**src/rtl/wb_resp_pkg.sv**
```systemverilog
// Shared types and constants for the Wishbone register responder.
package wb_resp_pkg;

   // Responder FSM: IDLE accepts, WAIT burns latency, RESP drives ack/err.
   typedef enum logic [1:0] {
      IDLE = 2'd0,
      WAIT = 2'd1,
      RESP = 2'd2
   } wb_state_e;

   // Value returned by register 0 when the ID register is enabled.
   localparam logic [31:0] WB_RESP_ID = 32'hCA11_0001;

endpackage

```
**src/rtl/wb_resp_regfile.sv**
```systemverilog
// Register array for the responder: one write port, one combinational read
// port, and a synchronous reset that clears every word.
module wb_resp_regfile
   import wb_resp_pkg::*;
#(
   parameter int NREGS = 16,
   parameter int AW    = $clog2(NREGS)
) (
   input  logic          i_clk,
   input  logic          i_reset,
   input  logic          i_we,
   input  logic [AW-1:0] i_waddr,
   input  logic [31:0]   i_wdata,
   input  logic [AW-1:0] i_raddr,
   output logic [31:0]   o_rdata
);

   localparam logic [31:0] NREGS_W = 32'(NREGS);

   logic [31:0] regs_q [NREGS];
   logic [31:0] regs_d [NREGS];

   // Next register contents: a single word updated when the write port fires.
   always_comb begin
      regs_d = regs_q;
      if (i_we && (32'(i_waddr) < NREGS_W)) begin
         regs_d[i_waddr] = i_wdata;
      end
   end

   // Register storage, cleared on reset.
   always_ff @(posedge i_clk) begin
      if (i_reset) begin
         regs_q <= '{default: '0};
      end else begin
         regs_q <= regs_d;
      end
   end

   // Combinational read; indices past the array (non power-of-two sizes) read 0.
   always_comb begin
      o_rdata = '0;
      if (32'(i_raddr) < NREGS_W) begin
         o_rdata = regs_q[i_raddr];
      end
   end

endmodule

```
**src/rtl/wb_reg_responder.sv**
```systemverilog
// Wishbone pipelined-style register responder with a fixed response latency.
// Optional feature macro: WB_REG_RESPONDER_ID_EN makes register 0 a read-only
// ID word (reads return WB_RESP_ID, writes respond with err).
//
// Handshake: a request is accepted on a rising edge where i_wb_cyc, i_wb_stb
// and !o_wb_stall are all high; that is the only transfer point. Exactly one
// of o_wb_ack/o_wb_err pulses for one cycle LATENCY cycles after acceptance
// unless i_wb_cyc drops first (abort) or i_reset intervenes; o_wb_data is
// only meaningful while o_wb_ack is high and is 0 otherwise.
module wb_reg_responder
   import wb_resp_pkg::*;
#(
   parameter int NREGS   = 16,
   parameter int LATENCY = 2
) (
   input  logic        i_clk,
   input  logic        i_reset,
   input  logic        i_wb_cyc,
   input  logic        i_wb_stb,
   input  logic        i_wb_we,
   input  logic [31:0] i_wb_addr,
   input  logic [31:0] i_wb_data,
   output logic        o_wb_stall,
   output logic        o_wb_ack,
   output logic        o_wb_err,
   output logic [31:0] o_wb_data,
   output wb_state_e   o_dbg_state
);

   localparam int          AW       = $clog2(NREGS);
   localparam logic [31:0] NREGS_W  = 32'(NREGS);
   localparam logic [2:0]  CNT_LOAD = (LATENCY > 1) ? 3'(LATENCY - 2) : 3'd0;
`ifdef WB_REG_RESPONDER_ID_EN
   localparam bit          ID_EN    = 1'b1;
`else
   localparam bit          ID_EN    = 1'b0;
`endif

   wb_state_e   state_q, state_d;
   logic [2:0]  cnt_q, cnt_d;
   logic        we_q, we_d;
   logic [31:0] addr_q, addr_d;
   logic [31:0] data_q, data_d;

   logic        accept;
   logic        resp_live;
   logic        bad_req;
   logic        is_id_reg;
   logic        wr_en;
   logic [31:0] reg_rdata;

   assign o_wb_stall  = (state_q != IDLE);
   assign accept      = i_wb_cyc && i_wb_stb && !o_wb_stall;
   assign o_dbg_state = state_q;

   // Response qualification: out-of-range addresses and ID-register writes err.
   always_comb begin
      is_id_reg = ID_EN && (addr_q == 32'd0);
      bad_req   = (addr_q >= NREGS_W) || (is_id_reg && we_q);
      // Dropping cyc or asserting reset in the RESP cycle suppresses the pulse.
      resp_live = (state_q == RESP) && i_wb_cyc && !i_reset;
      o_wb_ack  = resp_live && !bad_req;
      o_wb_err  = resp_live && bad_req;
      wr_en     = o_wb_ack && we_q;
      o_wb_data = '0;
      if (o_wb_ack && !we_q) begin
         o_wb_data = is_id_reg ? WB_RESP_ID : reg_rdata;
      end
   end

   // Next-state logic: latch on accept, count down in WAIT, abort on cyc drop.
   always_comb begin
      state_d = state_q;
      cnt_d   = cnt_q;
      we_d    = we_q;
      addr_d  = addr_q;
      data_d  = data_q;
      case (state_q)
         IDLE: begin
            if (accept) begin
               we_d   = i_wb_we;
               addr_d = i_wb_addr;
               data_d = i_wb_data;
               if (LATENCY > 1) begin
                  state_d = WAIT;
                  cnt_d   = CNT_LOAD;
               end else begin
                  state_d = RESP;
               end
            end
         end
         WAIT: begin
            if (!i_wb_cyc) begin
               state_d = IDLE;
               cnt_d   = 3'd0;
            end else if (cnt_q == 3'd0) begin
               state_d = RESP;
            end else begin
               cnt_d = cnt_q - 3'd1;
            end
         end
         RESP: begin
            state_d = IDLE;
         end
         default: begin
            state_d = IDLE;
            cnt_d   = 3'd0;
         end
      endcase
   end

   // State and request registers; reset wins over any in-flight request.
   always_ff @(posedge i_clk) begin
      if (i_reset) begin
         state_q <= IDLE;
         cnt_q   <= 3'd0;
         we_q    <= 1'b0;
         addr_q  <= '0;
         data_q  <= '0;
      end else begin
         state_q <= state_d;
         cnt_q   <= cnt_d;
         we_q    <= we_d;
         addr_q  <= addr_d;
         data_q  <= data_d;
      end
   end

   wb_resp_regfile #(
      .NREGS (NREGS),
      .AW    (AW)
   ) u_regfile (
      .i_clk   (i_clk),
      .i_reset (i_reset),
      .i_we    (wr_en),
      .i_waddr (addr_q[AW-1:0]),
      .i_wdata (data_q),
      .i_raddr (addr_q[AW-1:0]),
      .o_rdata (reg_rdata)
   );

endmodule
```
**config.mk**
```make
export PLATFORM = sky130hd
export DESIGN_NAME = wb_reg_responder
export DESIGN_NICKNAME = d
export VERILOG_FILES = /design/src/rtl/wb_resp_pkg.sv /design/src/rtl/wb_resp_regfile.sv /design/src/rtl/wb_reg_responder.sv
export SDC_FILE = /design/constraint.sdc
export NUM_CORES = 1
export LEC_CHECK = 0
export ABC_CLOCK_PERIOD_IN_PS = 6300
export CAP_MARGIN = 20
export CELL_PAD_IN_SITES_DETAIL_PLACEMENT = 2
export CELL_PAD_IN_SITES_GLOBAL_PLACEMENT = 2
export CORE_MARGIN = 1
export CORE_UTILIZATION = 41
export DETAILED_ROUTE_END_ITERATION = 10
export GPL_TIMING_DRIVEN = 0
export PLACE_DENSITY = 0.88
export SKIP_CTS_REPAIR_TIMING = 1
export SLEW_MARGIN = 20
export SYNTH_ARGS = -nofsm -noshare
export SYNTH_HDL_FRONTEND = slang
export SYNTH_HIERARCHICAL = 1
export SYNTH_SLANG_ARGS = --single-unit
```
**constraint.sdc**
```tcl
create_clock -name i_clk -period 6.3 [get_ports i_clk]
set_clock_uncertainty 0.1 [all_clocks]
set_input_delay 1.26 -clock i_clk [delete_from_list [all_inputs] [get_ports i_clk]]
set_output_delay 1.26 -clock i_clk [all_outputs]
set_load 0.01 [all_outputs]
```
==> results.py, run 1 <==
metrics = {
    "power": {
        "switching_share": 0.260,
        "p_comb_frac": 0.072,
        "finalPower_uw": 8560,
        "vdd_drop_max_mv": 0.194,
        "power_leakage_uw": 0.00957,
        "pwr-share-clk": 0.494,
        "p_sw_uw": 2230,
        "p_int_uw": 6340,
        "p_seq_frac": 0.434,
        "powerDensity_mw_per_mm2": 277,
    },
    "finish": {
        "post-route-cell-area_mm2": 0.0309,
        "syn2layout_area_growth_pct": 16.9,
        "fin_cells": 4166,
        "drive_gt1_frac": 0.122,
        "nets": 3336,
    },
    "synth": {
        "syn_nets": 3161,
        "synth-edff-count": 0,
        "postSynthAreaPerCell_um2": 8.55,
        "syn_inst": 3090,
        "synth_cell_types": 39,
        "seq_area_frac_synth": 0.441,
        "ys.flop_type": "dfxtp_1",
        "synthTopCellsByArea": "dfxtp_1, a21oi_1, mux4_2, nand3_1, o21ai_0",
        "synth_warnings": 6,
        "yosysTopAreaCellShare": 0.441,
        "async_reset_ff_frac": 0,
        "yosysTopAreaCell": "dfxtp_1",
        "yosys_register_bits": 582,
        "netlist_area_mm2": 0.0264,
    },
    "die": {
        "io-pin-count": 106,
        "fp.dieW_um": 256,
        "start_util": 0.417,
        "die_y_um": 256,
        "die_area_mm2": 0.0655,
        "fp-row-count": 92,
        "core_region_area_mm2": 0.0634,
    },
    "placement": {
        "port_buffers": 104,
        "dpl_cell_area_mm2": 0.0285,
        "place_hpwl_mm": 94.0,
        "gp_congestion": 0.965,
        "dp.cells": 4041,
    },
    "min_path": {
        "min_path_type": "reg2reg",
        "hp-start": "data_q[24]$_SDFFE_PP0P_",
    },
    "timing": {
        "drv_slew": 0,
        "setup_violations": 0,
        "relSlewSlack": 0.135,
        "tightest_slew_ps": 1290,
        "hold_viol": 0,
        "min_period_ps": 6150,
        "post-route-period-util": 0.977,
        "clock.fmax_mhz": 163,
        "setup_tns_ps": 0,
        "grt_setup_unrepaired": "false",
    },
    "critical_path": {
        "cp-start-kind": "register",
        "crit_path_max_fanout": 11,
        "r2r_start": "addr_q[4]$_SDFFE_PP0P_",
        "cp.required_ps": 4940,
        "worstSetupStartpoint": "addr_q[0]$_SDFFE_PP0P_",
        "critPathArrivalTime_ps": 4790,
        "endpoint_kind": "primary output",
        "path_class": "reg2out",
    },
    "global_routing": {
        "grt_pass1_vias": 31300,
        "grt_usage": 0.424,
        "grt_pass1_wl_mm": 209,
        "antenna_found_initial": 7,
        "grt_max_degree": 14,
        "overflow": 0,
    },
    "cts": {
        "cts_buffer_depth": 3,
        "clkSlewWorstSetupHoldPaths_ps": 60,
        "cts_max_level": 3,
        "cts-root-buf": "clkbuf_16",
        "clock_latency_ps": 620,
        "cts_sinks": 582,
        "cts_tree": "built",
        "numCtsBuffers": 68,
    },
    "detailed_routing": {
        "drt-initial-drc-count": 3056,
        "drc": 0,
        "wire_per_inst_um": 34.0,
        "vias": 28800,
        "ant_nets": 0,
        "avgViaCountPerCell": 6.90,
        "drtPass1Iterations": 5,
        "wirelength_mm": 142,
    },
    "status": {
        "status": "finished clean",
    },
    "flow_run": {
        "maxCapViolCount": 0,
    },
}
-- through the flow --
stage	hold WS [ps]	util	setup slack, ps
6_report	360	0.487	148
4_1_cts	366	0.487	403
3_5_place_dp	356	0.450	730
5_1_grt	387	0.487	194
3_3_place_gp	346	0.450	782
2_1_floorplan	335	-	2600
-- layer usage --
layer	track usage	vias to the layer above	routed length (um)	part of all wire
met5	0	-	42	0.00030
met4	0.275	6	10200	0.072
met3	0.0963	621	12500	0.088
met2	0.708	1874	67100	0.47
met1	0.490	14700	51700	0.37
li1	-	11500	-	-
-- final timing paths --
check                                       endpoint  slack [ps]  cells after the start
setup reg to reg  u_regfile/regs_q[120]$_SDFFE_PP0P_        1400                      9
hold / removal               data_q[24]$_SDFFE_PP0P_         360                      2
setup / recovery                        o_wb_data[0]         150                      8
hold reg to reg              data_q[24]$_SDFFE_PP0P_         360                      2
-- state kept, by name, indices dropped and copies added, names as in the netlist --
register and count:
addr_q 32, cnt_q 3, u_regfile/regs_q 512, we_q 1, data_q 32, o_dbg_state 2
-- cell usage in the layout (no fill, tap or decap), drive strengths merged, types with 3 or more instances in the layout --
cell / n
dfxtp: 582
nand2: 164
mux4: 128
diode: 4
clkinv: 13
inv: 39
or2: 3
nor3b: 4
and3b: 5
bufinv: 5
nor2b: 5
clkdlybuf4s50: 104
a21oi: 579
clkbuf: 366
nor4: 39
nand3b: 5
nor2: 4
nand3: 517
buf: 154
o21ai: 513
nand2b: 3
a22oi: 64
-- worst max-delay path, stage by stage (launching register included) --
cell and delay (ps):
dfxtp_1 720, buf_2 440, buf_2 680, mux4_2 380
a22oi_1 160, nand2_1 140, inv_1 80, nor4_1 860
clkdlybuf4s50_1 700
-- power groups by stage --
stage               Combinational (uW)  Clock, uW  Sequential (uW)
floorplan                          299          0             3790
global placement                   549          0             3800
detailed placement                 570          0             3800
CTS                                590       4250             3720
global route                       623       4380             3720
finish                             616       4230             3720
-- Yosys cell counts (all sizes together) (3+ instances only) --
cell,n
dfxtp,582
a21oi,579
nand3,517
o21ai,513
clkbuf,267
nand2,164
buf,153
mux4,128
a22oi,64
nor4,39
inv,37
and3b,5
nand3b,5
nor2b,5
nor2,4
nor3b,4
nand2b,3
or2,3
-- cell families (layout without fill, tap and decap cells) --
logic type | Yosys count | count (layout) | share of synthesized area
AOI/OAI and AO/OA | 1160 | 1160 | 0.226
other | 0 | 4 | 0
muxes | 128 | 128 | 0.109
and+or+nand+nor | 761 | 761 | 0.149
adders and majority gates | 2 | 2 | 0.000947
DFF | 582 | 582 | 0.441
buffers and inverters | 457 | 683 | 0.0742
-- layout make-up --
class                      instances  area (um2)
timing repair buffer             105        1060
multi-input combinational       2051       12800
tap                              846        1060
inverter                          37         139
antenna                            4        10.0
sequential                       582       11700
buffer                           420        1820
clock buffer                      99        2080
clock inverter                    22         251
fill                            6742       32500
(Power assumes the default switching activity.)
==> inputs of run 2 (changes only) <==
--- a/config.mk
+++ b/config.mk
@@ -9,7 +9,7 @@
 export CAP_MARGIN = 20
 export CELL_PAD_IN_SITES_DETAIL_PLACEMENT = 2
 export CELL_PAD_IN_SITES_GLOBAL_PLACEMENT = 2
-export CORE_MARGIN = 1
+export CORE_MARGIN = 2
 export CORE_UTILIZATION = 41
 export DETAILED_ROUTE_END_ITERATION = 10
 export GPL_TIMING_DRIVEN = 0
==> run 2 against run 1 <==
Compared with the run above:
- sequential power hardly changed
- clock power grew 2%
- clock-buffer cell count rose by 6
- fmax is 1.4% lower
- routed wire length is 0.75% lower
- non-clock buffer count decreased by 1
- highest routed layer unchanged
==> results.py, run 2 (synthesized netlist as in run 1, its figures left out) <==
metrics = {
    "status": {
        "status": "finished clean",
    },
    "die": {
        "core_region_area_mm2": 0.0641,
        "die_y_um": 258,
        "start_util": 0.412,
        "fp.dieW_um": 258,
        "fp-row-count": 93,
        "io-pin-count": 106,
        "die_area_mm2": 0.0665,
    },
    "detailed_routing": {
        "ant_nets": 0,
        "wirelength_mm": 141,
        "drc": 0,
        "drt-initial-drc-count": 3151,
        "vias": 28600,
        "wire_per_inst_um": 33.7,
        "avgViaCountPerCell": 6.87,
        "drtPass1Iterations": 6,
    },
    "cts": {
        "numCtsBuffers": 68,
        "clock_latency_ps": 620,
        "clkSlewWorstSetupHoldPaths_ps": 60,
        "cts-root-buf": "clkbuf_16",
        "cts_tree": "built",
        "cts_max_level": 3,
        "cts_buffer_depth": 3,
        "cts_sinks": 582,
    },
    "power": {
        "vdd_drop_max_mv": 0.166,
        "switching_share": 0.259,
        "finalPower_uw": 8640,
        "p_comb_frac": 0.070,
        "p_int_uw": 6400,
        "powerDensity_mw_per_mm2": 279,
        "p_sw_uw": 2240,
        "p_seq_frac": 0.430,
        "pwr-share-clk": 0.499,
        "power_leakage_uw": 0.00957,
    },
    "min_path": {
        "whs_path_depth": 2,
        "hold_end": "data_q[17]$_SDFFE_PP0P_",
        "min_path_type": "reg2reg",
        "hp-start": "data_q[17]$_SDFFE_PP0P_",
    },
    "finish": {
        "nets": 3335,
        "final_common_cell": "dfxtp_1",
        "reg_top3": "u_regfile/regs_q: 512 flops, addr_q: 32 flops, data_q: 32 flops",
        "final_cell_mix": "dfxtp_1, a21oi_1, nand3_1",
        "n_fill_cell": 6764,
        "largest_reg_flops": 512,
        "syn2layout_area_growth_pct": 16.9,
        "largest-register": "u_regfile/regs_q",
        "drive_gt1_frac": 0.120,
    },
    "critical_path": {
        "r2r_start": "addr_q[18]$_SDFFE_PP0P_",
        "cpMostUsedCell": "buf_2",
        "rrSetupSlack_ps": 1850,
        "cp-start-kind": "register",
        "critPathArrivalTime_ps": 4880,
        "path_buf_inv": 4,
        "cp.required_ps": 4940,
        "critical_path.cell_chain": "buf_2 > buf_2 > mux4_2 > a22oi_1 > nand2_1 > inv_1 > nor4_1 > clkdlybuf4s50_1",
        "timing.rr.end": "u_regfile/regs_q[123]$_SDFFE_PP0P_",
        "path_class": "reg2out",
        "endpoint_kind": "primary output",
        "reg2regPathDepth": 9,
        "cp_slowest_stage_delay_ps": 950,
        "crit_path_max_fanout": 11,
        "cp_top_family": "buffers and inverters",
        "cp_slowest_cell": "nor4_1",
    },
    "global_routing": {
        "overflow": 0,
        "use_met3": 0.0959,
        "global_route.usage.met2": 0.682,
        "grt_usage": 0.414,
        "antenna_found_initial": 7,
        "grt_max_degree": 13,
        "grt_pass1_wl_mm": 207,
        "grt_pass1_vias": 31000,
        "grt.busiest_layer": "met2",
        "grt_use_met1": 0.479,
    },
    "timing": {
        "hold_viol": 0,
        "tightest_slew_ps": 1190,
        "grt_setup_unrepaired": "false",
        "setup_violations": 0,
        "min_period_ps": 6240,
        "relSlewSlack": 0.203,
        "clock.fmax_mhz": 160,
        "setup_tns_ps": 0,
        "post-route-period-util": 0.991,
        "drv_slew": 0,
        "setup_ws_ps": 59.7,
    },
    "placement": {
        "place_ws_ps": 913,
        "gp_congestion": 0.935,
        "port_buffers": 104,
        "place_hpwl_mm": 91.0,
    },
    "flow_run": {
        "maxCapViolCount": 0,
    },
}
run 2: changes by cell type in the layout (fill, tap and decap cells not counted), moves of 2 or more:
cell	before	now
clkbuf_1	272	277
clkinvlp_4	2	0
clkbuf_8	20	18
inv_6	2	0
clkinv_2	12	10
diode_2	4	1
clkbuf_16	71	73
run 2: worst max-delay path by stage:
stage	from	endpoint	slack, ps	cells past startpoint
after detailed placement	i_wb_cyc	o_wb_data[0]	910	5
after global placement	addr_q[1]$_SDFFE_PP0P_	o_wb_data[0]	940	8
after global routing	addr_q[0]$_SDFFE_PP0P_	o_wb_data[0]	160	8
after floorplan	i_reset	o_wb_data[10]	2600	5
final	addr_q[0]$_SDFFE_PP0P_	o_wb_data[0]	60	8
after CTS	addr_q[0]$_SDFFE_PP0P_	o_wb_data[0]	340	8
run 2: tightest hold or removal path, cell delays in order, from the launching register on:
cell	delay (ps)
dfxtp_1	310
nand2_1	50
a21oi_1	50
run 2: cell type report:
class                   count  area [um2]  share of cell area
multi-input cells        2051       12800               0.415
well taps                 855        1070              0.0346
flip-flops and latches    582       11700               0.377
diodes                      1        2.50           0.0000810
clock buffers             105        2130              0.0688
plain buffers             420        1820              0.0590
repair buffers            104        1040              0.0337
clock inverters            16         230             0.00745
inverters                  37         139             0.00449
run 2: layer usage:
| layer | vias up | part of all wire |
|---|---|---|
| li1 | 11500 | - |
| met1 | 14600 | 0.36 |
| met2 | 1850 | 0.47 |
| met3 | 625 | 0.093 |
| met4 | 4 | 0.076 |
| met5 | - | 0.00021 |
run 2: power by group through the flow:
stage               Clock (uW)  Combinational (uW)  Sequential [uW]
floorplan                    0                 299             3790
global route              4470                 620             3720
detailed placement           0                 560             3800
global placement             0                 538             3800
finish                    4310                 605             3720
CTS                       4330                 580             3720
run 2: through the flow:
stage	std cells	util	hold slack [ps]	instance area, um2
after floorplan	3090	-	335	26400
after global placement	4049	0.445	345	28500
after detailed placement	4049	0.445	351	28500
after CTS	4170	0.482	359	30900
after global routing	4170	0.482	380	30900
final	4171	0.482	357	30900
==> inputs of run 3 (changes only) <==
--- a/config.mk
+++ b/config.mk
@@ -5,7 +5,7 @@
 export SDC_FILE = /design/constraint.sdc
 export NUM_CORES = 1
 export LEC_CHECK = 0
-export ABC_CLOCK_PERIOD_IN_PS = 6300
+export ABC_CLOCK_PERIOD_IN_PS = 7200
 export CAP_MARGIN = 20
 export CELL_PAD_IN_SITES_DETAIL_PLACEMENT = 2
 export CELL_PAD_IN_SITES_GLOBAL_PLACEMENT = 2
==> constraint.sdc (replaced) <==
create_clock -name i_clk -period 7.2 [get_ports i_clk]
set_clock_uncertainty 0.1 [all_clocks]
set_input_delay 1.44 -clock i_clk [delete_from_list [all_inputs] [get_ports i_clk]]
set_output_delay 1.44 -clock i_clk [all_outputs]
set_load 0.01 [all_outputs]
==> results of run 3 <==
Same layout as run 2 (identical final DEF). Status: finished clean.
Among the figures that moved: setup slack after placement 913 ps -> 1450 ps; setup slack after layout 59.7 ps -> 780 ps; register-to-register setup slack 1850 ps -> 2750 ps; total power 8640 uW -> 7560 uW; worst IR drop on VDD 0.166 mV -> 0.145 mV
